## src/rtl/bounce_box_gen.sv

```systemverilog
// Pixel-colour stage for the 640x480 VGA path: draws a bouncing box over a
// dark-blue background with a 1-pixel white border, one move per frame.
module bounce_box_gen #(
  parameter int unsigned H_ACT = 640,
  parameter int unsigned V_ACT = 480,
  parameter int unsigned BOX_W = 32,
  parameter int unsigned BOX_H = 32,
  parameter int unsigned STEP  = 2
) (
  input  logic       clk,
  input  logic       i_rst_n,
  input  logic       i_px_clk,
  input  logic       i_haddr_enb,
  input  logic [9:0] i_hidx,
  input  logic       i_vaddr_enb,
  input  logic [8:0] i_vidx,
  input  logic       i_pause,
  output logic [3:0] o_vga_red,
  output logic [3:0] o_vga_green,
  output logic [3:0] o_vga_blue,
  output logic       o_frame_tick,
  output logic [7:0] o_bounce_cnt
);

  localparam int unsigned XW = 10;
  localparam int unsigned YW = 9;
  localparam int unsigned XI = 11;
  localparam int unsigned YI = 10;

  localparam logic [XI-1:0] X_MAX  = XI'(H_ACT - BOX_W);
  localparam logic [YI-1:0] Y_MAX  = YI'(V_ACT - BOX_H);
  localparam logic [XI-1:0] X_STEP = XI'(STEP);
  localparam logic [YI-1:0] Y_STEP = YI'(STEP);
  localparam logic [XI-1:0] X_SIZE = XI'(BOX_W);
  localparam logic [YI-1:0] Y_SIZE = YI'(BOX_H);
  localparam logic [XW-1:0] X_LAST = XW'(H_ACT - 1);
  localparam logic [YW-1:0] Y_LAST = YW'(V_ACT - 1);

  // Direction encoding: 0 = RIGHT/DOWN, 1 = LEFT/UP
  localparam logic DIR_POS = 1'b0;
  localparam logic DIR_NEG = 1'b1;

  localparam logic [11:0] RGB_BLACK = 12'h000;
  localparam logic [11:0] RGB_WHITE = 12'hFFF;
  localparam logic [11:0] RGB_BG    = 12'h003;

  logic [XW-1:0] r_box_x;
  logic [YW-1:0] r_box_y;
  logic          r_dir_x;
  logic          r_dir_y;
  logic [2:0]    r_col_idx;
  logic [7:0]    r_bounce_cnt;
  logic          r_vact_d;
  logic          r_frame_tick;
  logic [11:0]   r_rgb;

  logic [XI-1:0] w_x_ext;
  logic [YI-1:0] w_y_ext;
  logic [XI-1:0] w_nx;
  logic [YI-1:0] w_ny;
  logic          w_ndx;
  logic          w_ndy;
  logic          w_bx;
  logic          w_by;
  logic          w_eof;
  logic          w_in_box;
  logic          w_border;
  logic [11:0]   w_pal;
  logic [11:0]   w_rgb;

  assign w_x_ext = {1'b0, r_box_x};
  assign w_y_ext = {1'b0, r_box_y};
  assign w_eof   = i_px_clk & r_vact_d & ~i_vaddr_enb;

  // Next position/direction for both axes; saturating at the walls
  always_comb begin
    w_nx  = w_x_ext;
    w_ndx = r_dir_x;
    w_bx  = 1'b0;
    w_ny  = w_y_ext;
    w_ndy = r_dir_y;
    w_by  = 1'b0;
    if (r_dir_x == DIR_POS) begin
      if (w_x_ext + X_STEP >= X_MAX) begin
        w_nx  = X_MAX;
        w_ndx = DIR_NEG;
        w_bx  = 1'b1;
      end else begin
        w_nx = w_x_ext + X_STEP;
      end
    end else begin
      if (w_x_ext <= X_STEP) begin
        w_nx  = '0;
        w_ndx = DIR_POS;
        w_bx  = 1'b1;
      end else begin
        w_nx = w_x_ext - X_STEP;
      end
    end
    if (r_dir_y == DIR_POS) begin
      if (w_y_ext + Y_STEP >= Y_MAX) begin
        w_ny  = Y_MAX;
        w_ndy = DIR_NEG;
        w_by  = 1'b1;
      end else begin
        w_ny = w_y_ext + Y_STEP;
      end
    end else begin
      if (w_y_ext <= Y_STEP) begin
        w_ny  = '0;
        w_ndy = DIR_POS;
        w_by  = 1'b1;
      end else begin
        w_ny = w_y_ext - Y_STEP;
      end
    end
  end

  // Palette lookup
  always_comb begin
    w_pal = RGB_BLACK;
    case (r_col_idx)
      3'd0: w_pal = 12'hF00;
      3'd1: w_pal = 12'h0F0;
      3'd2: w_pal = 12'h00F;
      3'd3: w_pal = 12'hFF0;
      3'd4: w_pal = 12'h0FF;
      3'd5: w_pal = 12'hF0F;
      3'd6: w_pal = 12'hFFF;
      3'd7: w_pal = 12'hF80;
      default: w_pal = RGB_BLACK;
    endcase
  end

  // Pixel classification: box wins over border
  always_comb begin
    w_in_box = ({1'b0, i_hidx} >= w_x_ext) && ({1'b0, i_hidx} < w_x_ext + X_SIZE) &&
               ({1'b0, i_vidx} >= w_y_ext) && ({1'b0, i_vidx} < w_y_ext + Y_SIZE);
    w_border = (i_hidx == '0) || (i_hidx == X_LAST) ||
               (i_vidx == '0) || (i_vidx == Y_LAST);
    w_rgb    = RGB_BG;
    if (!(i_haddr_enb && i_vaddr_enb)) begin
      w_rgb = RGB_BLACK;
    end else if (w_in_box) begin
      w_rgb = w_pal;
    end else if (w_border) begin
      w_rgb = RGB_WHITE;
    end
  end

  always_ff @(posedge clk or negedge i_rst_n) begin
    if (!i_rst_n) begin
      r_box_x      <= '0;
      r_box_y      <= '0;
      r_dir_x      <= DIR_POS;
      r_dir_y      <= DIR_POS;
      r_col_idx    <= '0;
      r_bounce_cnt <= '0;
      r_vact_d     <= 1'b0;
      r_frame_tick <= 1'b0;
      r_rgb        <= RGB_BLACK;
    end else begin
      r_frame_tick <= w_eof;
      if (i_px_clk) begin
        r_vact_d <= i_vaddr_enb;
        r_rgb    <= w_rgb;
        if (w_eof && !i_pause) begin
          r_box_x <= w_nx[XW-1:0];
          r_box_y <= w_ny[YW-1:0];
          r_dir_x <= w_ndx;
          r_dir_y <= w_ndy;
          // A corner hit counts once
          if (w_bx || w_by) begin
            r_col_idx    <= r_col_idx + 3'd1;
            r_bounce_cnt <= r_bounce_cnt + 8'd1;
          end
        end
      end
    end
  end

  assign o_vga_red    = r_rgb[11:8];
  assign o_vga_green  = r_rgb[7:4];
  assign o_vga_blue   = r_rgb[3:0];
  assign o_frame_tick = r_frame_tick;
  assign o_bounce_cnt = r_bounce_cnt;

endmodule

```

## config.mk

```make
export PLATFORM = sky130hd
export DESIGN_NAME = bounce_box_gen
export DESIGN_NICKNAME = d
export VERILOG_FILES = /design/src/rtl/bounce_box_gen.sv
export SDC_FILE = /design/constraint.sdc
export NUM_CORES = 1
export LEC_CHECK = 0
export CAP_MARGIN = 20
export CORE_MARGIN = 8
export CORE_UTILIZATION = 43
export CTS_CLUSTER_SIZE = 8
export DETAILED_ROUTE_END_ITERATION = 8
export GPL_ROUTABILITY_DRIVEN = 0
export GPL_TIMING_DRIVEN = 0
export PLACE_DENSITY = 0.72
export SLEW_MARGIN = 20
export SYNTH_ARGS = -nofsm -noshare
export SYNTH_HDL_FRONTEND = slang
export SYNTH_SLANG_ARGS = --single-unit
```

## constraint.sdc

```tcl
create_clock -name clk -period 4.05 [get_ports clk]
set_clock_uncertainty 0.15 [all_clocks]
set_input_delay 0.6075 -clock clk [delete_from_list [all_inputs] [get_ports clk]]
set_output_delay 0.6075 -clock clk [all_outputs]
set_load 0.01 [all_outputs]
```

# ---- Word level (Yosys, flattened, before mapping)
# Memories as Yosys holds them, arrays and structs flattened.
# Cells that the tools add are included.
dict set report word_totals {
  reg_bits 46
  latch_bits 0
  mem_bits_rw 0
  romBits 96
  word_cells 64
  memories 1
}
# name depth word_bits read_ports rd_clocked_by_memory_dff wr line
set memory_table {}
lappend memory_table {{(name not given)} 8 12 1 0 0 122} ;# case (r_col_idx)
dict set report classes {
  add_sub_neg 8
  n_mul 0
  div 0
  order_cmp 8
  n_eq_ne 2
  shift 0
  mux 19
  n_bitwise 3
  reduce_logical 14
}
# cell n
set op_table {}
lappend op_table {{$mux W12} 3}
lappend op_table {{$mux W10} 3}
lappend op_table {{$mux W9} 3}
lappend op_table {{$add A10 B2 Y11 const B} 1}
lappend op_table {{$add A10 B6 Y11 const B} 1}
lappend op_table {{$ge A11 B10 Y1 const B} 1}
lappend op_table {{$lt A10 B11 Y1} 1}
lappend op_table {{$add A9 B2 Y10 const B} 1}
lappend op_table {{$add A9 B6 Y10 const B} 1}
lappend op_table {{$eq A10 B10 Y1 const B} 1}
lappend op_table {{$ge A10 B10 Y1} 1}
lappend op_table {{$ge A10 B9 Y1 const B} 1}
lappend op_table {{$le A10 B2 Y1 const B} 1}
lappend op_table {{$logic_not A10 Y1} 1}
lappend op_table {{$lt A9 B10 Y1} 1}
lappend op_table {{$mux W1} 10}
lappend op_table {{$sub A10 B2 Y10 const B} 1}
lappend op_table {{$eq A9 B9 Y1 const B} 1}
lappend op_table {{$ge A9 B9 Y1} 1}
lappend op_table {{$le A9 B2 Y1 const B} 1}
lappend op_table {{$logic_not A9 Y1} 1}
lappend op_table {{$sub A9 B2 Y9 const B} 1}
lappend op_table {{$add A8 B1 Y8 const B} 1}
lappend op_table {{$logic_and A1 B1 Y1} 5}
lappend op_table {{other kinds (7)} 11}

# ---- Depth between registers and ports, before layout
# Gate-level depths: netlist of run 1.
dict set report depth {
  word_depth 7
  depth_mapped 12
  mapped_depth_nobuf 11
}

# ---- Least setup slack after synthesis of run 1
# No wires, ideal clock.
dict set report synth_timing {
  kind {register to register}
  from {register r_box_y[6]}
  to {register r_rgb[7]}
  arrival_time_ps 2510
  t_required_ps 3752
  path_slack_ps 1241
  path_stages_with_launch 13
  path_buffers 1
  path_cell_list {dfrtp_1 -> clkbuf_1 -> inv_1 -> ha_1 -> inv_1 -> ha_1 -> nand2_1 -> a211oi_1 -> or4b_2 -> o2111ai_1 -> o211ai_1 -> nand3_1 -> o311ai_0}
}
dict set report synth_between {
  elab_chain_cells 5
  word_cells_on_any_way 7
  cone_classes {add/sub: 1; order compare: 2; mux: 2; reduce/logical: 2}
}
# element line
set synth_lines {}
lappend synth_lines {{start: declaration} 48} ;# logic [YW-1:0] r_box_y;
lappend synth_lines {{start signal: assignment} 169} ;# r_box_y <= w_ny[YW-1:0];
lappend synth_lines {{$add A9 B6 Y10 or $ge A9 B9 Y1 (tied branches)} 138} ;# ({1'b0, i_vidx} >= w_y_ext) && ({1'b0, i_vidx} < w_y_ext + Y_SIZE);
lappend synth_lines {{$lt A9 B10 Y1 or $logic_and A1 B1 Y1 (tied branches)} {138, 137}}
lappend synth_lines {{$logic_and A1 B1 Y1 *} 138}
lappend synth_lines {{$mux W12 *} 144} ;# end else if (w_in_box) begin
lappend synth_lines {{$mux W12 *} 142} ;# if (!(i_haddr_enb && i_vaddr_enb)) begin
lappend synth_lines {{end signal: assignment} 166} ;# r_rgb <= w_rgb;
lappend synth_lines {{end: declaration} 55} ;# logic [11:0] r_rgb;
# Mark *: on every way between the ends. The rest lies on a longest branch, timed or not.
# A chain may end at the register's enable or synchronous reset.

# ---- Worst setup path after layout of run 1
# Ends and elaborated chain as after synthesis.

==> key figures, run 1 <==
Synth
  – Synth Flop Type: dfrtp_1
  – Post-synth EDFFs: 0
  – Synth area leader: dfrtp_1
  – Cell variety after synth: 58
  – Register area share after synthesis: 0.280
  – Synthesized cell area: 0.00331 mm2
  – Ys async rst share: 1.00
  – Post-Syn Instances: 398
  – Seq cells post-synth: 37
  – Synthesized area per cell: 8.32 um2
  – Mapped Nets: 463
  – Top post-synthesis cells by area: dfrtp_1 (28%), ha_1 (15%), o21ai_0 (5.6%), a21oi_1 (4.1%), nand3_1 (3.5%)
  – Yosys warns: 0
  – Top cell type's share of synthesized area: 0.280

Timing
  – Final period utilization: 0.817
  – Max-Slew Margin vs Limit: 0.526
  – Final WS setup: 0.740 ns
  – Post-route setup TNS: 0 ns
  – Final Hold Fails: 0
  – Final setup vio count: 0
  – Fmax: 302 MHz
  – Unrepaired setup endpoints after global routing: no
  – Slew Limit Fails: 0
  – Slew @ Worst Pin: 0.706 ns
  – Post-route minimum period: 3.31 ns

Final layout
  – Layout net count: 515
  – Number of diodes: 0
  – Finished Cell Area: 0.00404 mm2
  – Commonest non-fill, non-tap cell in the layout: clkdlybuf4s50_1
  – Area Growth Syn to Fin: 21.9%
  – Fillers: 698
  – Most frequent cells in the layout: clkdlybuf4s50_1 (43), ha_1 (40), o21ai_0 (37), dfrtp_1 (37)
  – Post-Layout Cell Count: 553
  – Layout cells sized above 1: 0.0732

Drt
  – WL per Instance: 16.0 um
  – ANT nets after route: 0
  – Vias/cell: 5.90
  – Drt first pass iters: 5
  – # DRC: 0
  – DRT iter0 DRCs: 153
  – Vias: 3261
  – Final wirelength: 8.84 mm

Floorplan
  – Die width: 104 um
  – Top Ports: 46
  – Row count: 32
  – Die Footprint: 0.0108 mm2
  – Core area: 0.00761 mm2
  – Die H: 104 um
  – Initial Utilization: 0.435

CTS
  – H-tree levels: 2
  – Skew-Pair Late Insertion Delay: 0.29 ns
  – Post-CTS Setup Inserts: 0
  – Root buffer cell: clkbuf_8
  – CTS Sinks: 37
  – Hold_buf cts: 0
  – Worst-case clock buffer depth: 2
  – CTS Buf Count: 5
  – CTS tree: yes
  – Reg clk slew, reported paths: 0.09 ns
  – PostCTS Resize Cnt: 0

Global routing
  – Vias in the first global route: 3146
  – GRT Residual Overflow: 0
  – Initial antenna violation count: 0
  – First-pass GRT wire length: 15.0 mm
  – Gr usage total: 0.161
  – Pin count of the biggest net entering global routing: 28

Critical path
  – CP arrival: 3.30 ns
  – Critical path required time: 4.04 ns
  – Reg2reg start: r_box_y[6]
  – CP Capture Type: flip-flop
  – Crit-path max FO: 9
  – Setup CP Type: flip-flop to flip-flop
  – Critical R2R Capture: r_rgb[7]
  – R2R Setup Slk: 0.74 ns
  – FF-to-FF path depth: 12
  – Crit start category: flip-flop

Placement
  – DP Worst Slack: 0.680 ns
  – DP Area: 0.00389 mm2
  – Placed cells: 545
  – DP HPWL: 6.72 mm
  – PortBufs: 44

Pwr
  – Worst VDD drop: 0.000171 V
  – PD cells: 391 mW/mm2
  – Leakage power: 1.66 nW

Job
  – Max-cap viol count: 0

Hold path
  – Min-Delay Path Class: primary input to async pin

Run status
  – Outcome: completed
-- flip-flops by register name (all words and copies together), names as in the netlist --
name	flops
r_box_x	9
o_bounce_cnt	8
r_box_y	8
r_rgb	5
r_col_idx	3
o_frame_tick	1
r_dir_x	1
r_dir_y	1
r_vact_d	1
-- cell type report --
cell class / instances / area, um2 / share of cell area
clock inverters: 3 / 68.8 / 0.0171
inverters: 28 / 105 / 0.0260
clock buffers: 5 / 68.8 / 0.0171
flip-flops and latches: 37 / 926 / 0.229
multi-input cells: 307 / 2150 / 0.532
well taps: 102 / 128 / 0.0316
repair buffers: 45 / 455 / 0.113
plain buffers: 26 / 136 / 0.0338
-- logic make-up (layout without fill, tap and decap cells) --
family          count (synthesis)  after routing  synth area share
simple gates                  127            127             0.203
compound gates                118            118             0.233
buf+inv                        54            107            0.0730
fa+ha+maj                      40             40             0.151
flops                          37             37             0.280
xor+xnor                       18             18            0.0476
mux                             4              4            0.0129
-- metal layers --
layer  vias up  track usage  routed length [um]  share of wire
li1       1585            -                   -              -
met1      1530        0.200                3830           0.43
met2       127        0.269                4280           0.48
met3        19       0.0322                 574          0.065
met4         0       0.0610                 160          0.018
met5         -            0                   0              0
-- worst max-delay path by stage --
stage / start / endpoint / slack, ns / cells past startpoint
finish: r_box_y[6] / r_rgb[7] / 0.74 / 12
global route: r_box_y[6] / r_rgb[7] / 0.46 / 11
CTS: r_box_y[6] / r_rgb[6] / 0.77 / 11
detailed placement: i_vidx[1] / r_rgb[6] / 0.68 / 8
global placement: i_vidx[1] / r_rgb[7] / 0.71 / 9
floorplan: r_box_y[6] / r_rgb[7] / 1.24 / 12
-- cells in the mapped netlist, drive strengths merged (5+ instances only) --
cell type  count
clkbuf        13
nor2          16
dfrtp         37
o211ai         5
nor4           8
inv           28
o21ai         39
xnor2         10
buf           13
a31oi          5
nor3          16
a21oi         27
nand2         28
o221ai         7
a22oi          6
nand4          9
xor2           8
nand3         23
ha            40
-- critical path: stages, from the launching register on --
cell,delay (ns)
dfrtp_1,0.35
clkbuf_1,0.34
inv_1,0.18
ha_1,0.32
inv_1,0.04
ha_1,0.28
nand2_1,0.06
a211oi_1,0.05
or4b_2,0.62
o2111ai_1,0.12
o211ai_1,0.26
nand3_1,0.22
o311ai_0,0.15
-- power by group --
group          internal [mW]  total (mW)  switching [mW]
combinational          0.276       0.671           0.395
sequential             0.430       0.512          0.0821
clock                  0.248       0.396           0.148
-- per-stage QoR --
stage          power, mW   util  hold slack, ns
2_1_floorplan      0.972      -           0.162
3_3_place_gp        1.15  0.510           0.313
3_5_place_dp        1.18  0.512           0.308
4_1_cts             1.58  0.530          0.0460
5_1_grt             1.71  0.530          0.0554
6_report            1.58  0.530          0.0460
(Power assumes the default switching activity.)
==> run 2, diff against run 1 <==
Settings changed: PLACE_DENSITY 0.72 to 0.75.
Clock period 4.05 ns to 3.02 ns, I/O delays scaled along.
==> key figures, run 2 (synthesis gave the netlist of run 1 again) <==
Run status
  – Outcome: completed (unchanged)

Global routing
  – First-pass GRT wire length: 14.7 mm (was 15.0 mm)
  – Routing usage on met1: 0.192 (was 0.200)
  – GR Util met3: 0.0273 (was 0.0322)
  – GR met2 Demand/Resource: 0.272 (was 0.269)
  – Gr usage total: 0.158 (was 0.161)
  – Pin count of the biggest net entering global routing: 23 (was 28)
  – Vias in the first global route: 3136 (was 3146)
  – Initial antenna violation count: 0 (unchanged)
  – GRT Residual Overflow: 0 (unchanged)
  – GRT busiest layer: met2 (unchanged)

Final layout
  – Finished Cell Area: 0.00414 mm2 (was 0.00404 mm2)
  – Most frequent cells in the layout: clkdlybuf4s50_1 (43), ha_1 (39), o21ai_0 (37) (was clkdlybuf4s50_1 (43), ha_1 (40), o21ai_0 (37), dfrtp_1 (37))
  – Area occupied by multi-input gates: 0.00218 mm2 (was 0.00215 mm2)
  – Most flops, register: r_box_x (unchanged)
  – Fin util: 0.545 (was 0.530)
  – Layout cells sized above 1: 0.113 (was 0.0732)
  – Area Growth Syn to Fin: 25.2% (was 21.9%)
  – Register area: 928 um2 (was 926 um2)
  – Max reg flops: 9 (unchanged)
  – Number of diodes: 0 (unchanged)
  – Commonest non-fill, non-tap cell in the layout: clkdlybuf4s50_1 (unchanged)
  – Fillers: 716 (was 698)
  – Post-Layout Cell Count: 562 (was 553)
  – Layout net count: 524 (was 515)

Timing
  – Slew Limit Fails: 0 (unchanged)
  – Final Hold Fails: 0 (unchanged)
  – Fmax: 345 MHz (was 302 MHz)
  – Slew @ Worst Pin: 0.995 ns (was 0.706 ns)
  – Post-route minimum period: 2.89 ns (was 3.31 ns)
  – Final setup vio count: 0 (unchanged)
  – Final WS setup: 0.125 ns (was 0.740 ns)
  – Final period utilization: 0.959 (was 0.817)
  – Post-route setup TNS: 0 ns (unchanged)
  – Hold WS: 0.325 ns (was 0.0460 ns)
  – Max-Slew Margin vs Limit: 0.331 (was 0.526)

CTS
  – H-tree levels: 2 (unchanged)
  – Reg clk slew, reported paths: 0.09 ns (about the same)
  – CTS Sinks: 37 (unchanged)
  – Worst-case clock buffer depth: 2 (unchanged)
  – CTS Buf Count: 5 (unchanged)
  – Skew-Pair Late Insertion Delay: 0.30 ns (was 0.29 ns)
  – CTS tree: yes (unchanged)
  – Root buffer cell: clkbuf_8 (unchanged)

Floorplan
  – Row count: 32 (unchanged)
  – Die Footprint: 0.0108 mm2 (unchanged)
  – Die width: 104 um (unchanged)
  – Die H: 104 um (unchanged)
  – Initial Utilization: 0.435 (unchanged)
  – Top Ports: 46 (unchanged)
  – Core area: 0.00761 mm2 (unchanged)

Drt
  – ANT nets after route: 0 (unchanged)
  – Final wirelength: 9.08 mm (was 8.84 mm)
  – WL per Instance: 16.2 um (was 16.0 um)
  – Vias: 3319 (was 3261)
  – # DRC: 0 (unchanged)
  – Drt first pass iters: 5 (unchanged)
  – DRT iter0 DRCs: 222 (was 153)
  – Vias/cell: 5.91 (was 5.90)

Pwr
  – PD cells: 514 mW/mm2 (was 391 mW/mm2)
  – Worst VDD drop: 0.000310 V (was 0.000171 V)
  – Design Power: 2.13 mW (was 1.58 mW)
  – Leakage power: 1.70 nW (was 1.66 nW)

Critical path
  – Critical path required time: 3.07 ns (was 4.04 ns)
  – Crit-path max FO: 10 (was 9)
  – CP arrival: 2.95 ns (was 3.30 ns)
  – FF-to-FF path depth: 11 (was 12)
  – Setup CP Type: flip-flop to flip-flop (unchanged)
  – Reg2reg start: r_box_x[5] (was r_box_y[6])
  – R2R Setup Slk: 0.13 ns (was 0.74 ns)
  – Critical R2R Capture: r_rgb[1] (was r_rgb[7])
  – Crit start category: flip-flop (unchanged)
  – CP Capture Type: flip-flop (unchanged)

Hold path
  – Hold Path Origin: o_bounce_cnt[7]
  – Hold endpoint: o_bounce_cnt[7]
  – Hold path cells: 1
  – Min-Delay Path Class: flip-flop to flip-flop (was primary input to async pin)

Placement
  – DP Worst Slack: -0.181 ns (was 0.680 ns)
  – DP Area: 0.00390 mm2 (was 0.00389 mm2)
  – Placed cells: 545 (unchanged)
  – DP HPWL: 6.68 mm (was 6.72 mm)
  – PortBufs: 44 (unchanged)

Job
  – Max-cap viol count: 0 (unchanged)
run 2: cell type report:
type	count	share of cell area
multi-input cells	307	0.525
flip-flops and latches	37	0.224
repair buffers	55	0.130
plain buffers	25	0.0356
well taps	102	0.0308
inverters	28	0.0263
clock buffers	5	0.0166
clock inverters	3	0.0112
run 2: critical path, cell delays in order (launching register included):
cell and delay, ns:
dfrtp_2 0.40, buf_6 0.16, clkinvlp_4 0.15, ha_1 0.30, inv_1 0.04, ha_1 0.27, nor2b_1 0.13, a221o_1 0.33
a41oi_1 0.22, o211ai_1 0.27, buf_4 0.22, a21o_1 0.16
run 2: worst max-delay path by stage:
stage / start / to / slack [ns] / cells past startpoint
3_3_place_gp: i_vidx[3] / r_rgb[7] / -0.17 / 9
3_5_place_dp: i_vidx[1] / r_rgb[7] / -0.18 / 9
5_1_grt: r_box_x[5] / r_rgb[3] / -0.01 / 11
2_1_floorplan: r_box_y[6] / r_rgb[7] / 0.21 / 12
4_1_cts: r_box_y[6] / r_rgb[7] / 0.008 / 12
6_report: r_box_x[5] / r_rgb[1] / 0.13 / 11
run 2: power by group:
group	switching [mW]	internal, mW	leakage, nW	total, mW
clock network	0.204	0.247	0.0543	0.451
logic	0.553	0.428	1.19	0.981
registers	0.121	0.579	0.452	0.699
total	0.878	1.25	1.70	2.13
run 2: repair_timing:
action	in CTS	in global routing
endpoints found under the hold margin	15	0
gates resized for setup	4	17
endpoints found under the setup margin	5	7
hold buffers	1	0
buffers inserted	2	7
pin swaps	1	3
run 2: metal layers:
layer	up-vias	wire length, um
met5	-	0
met4	0	202
met3	22	506
met2	132	4520
met1	1569	3850
li1	1596	-
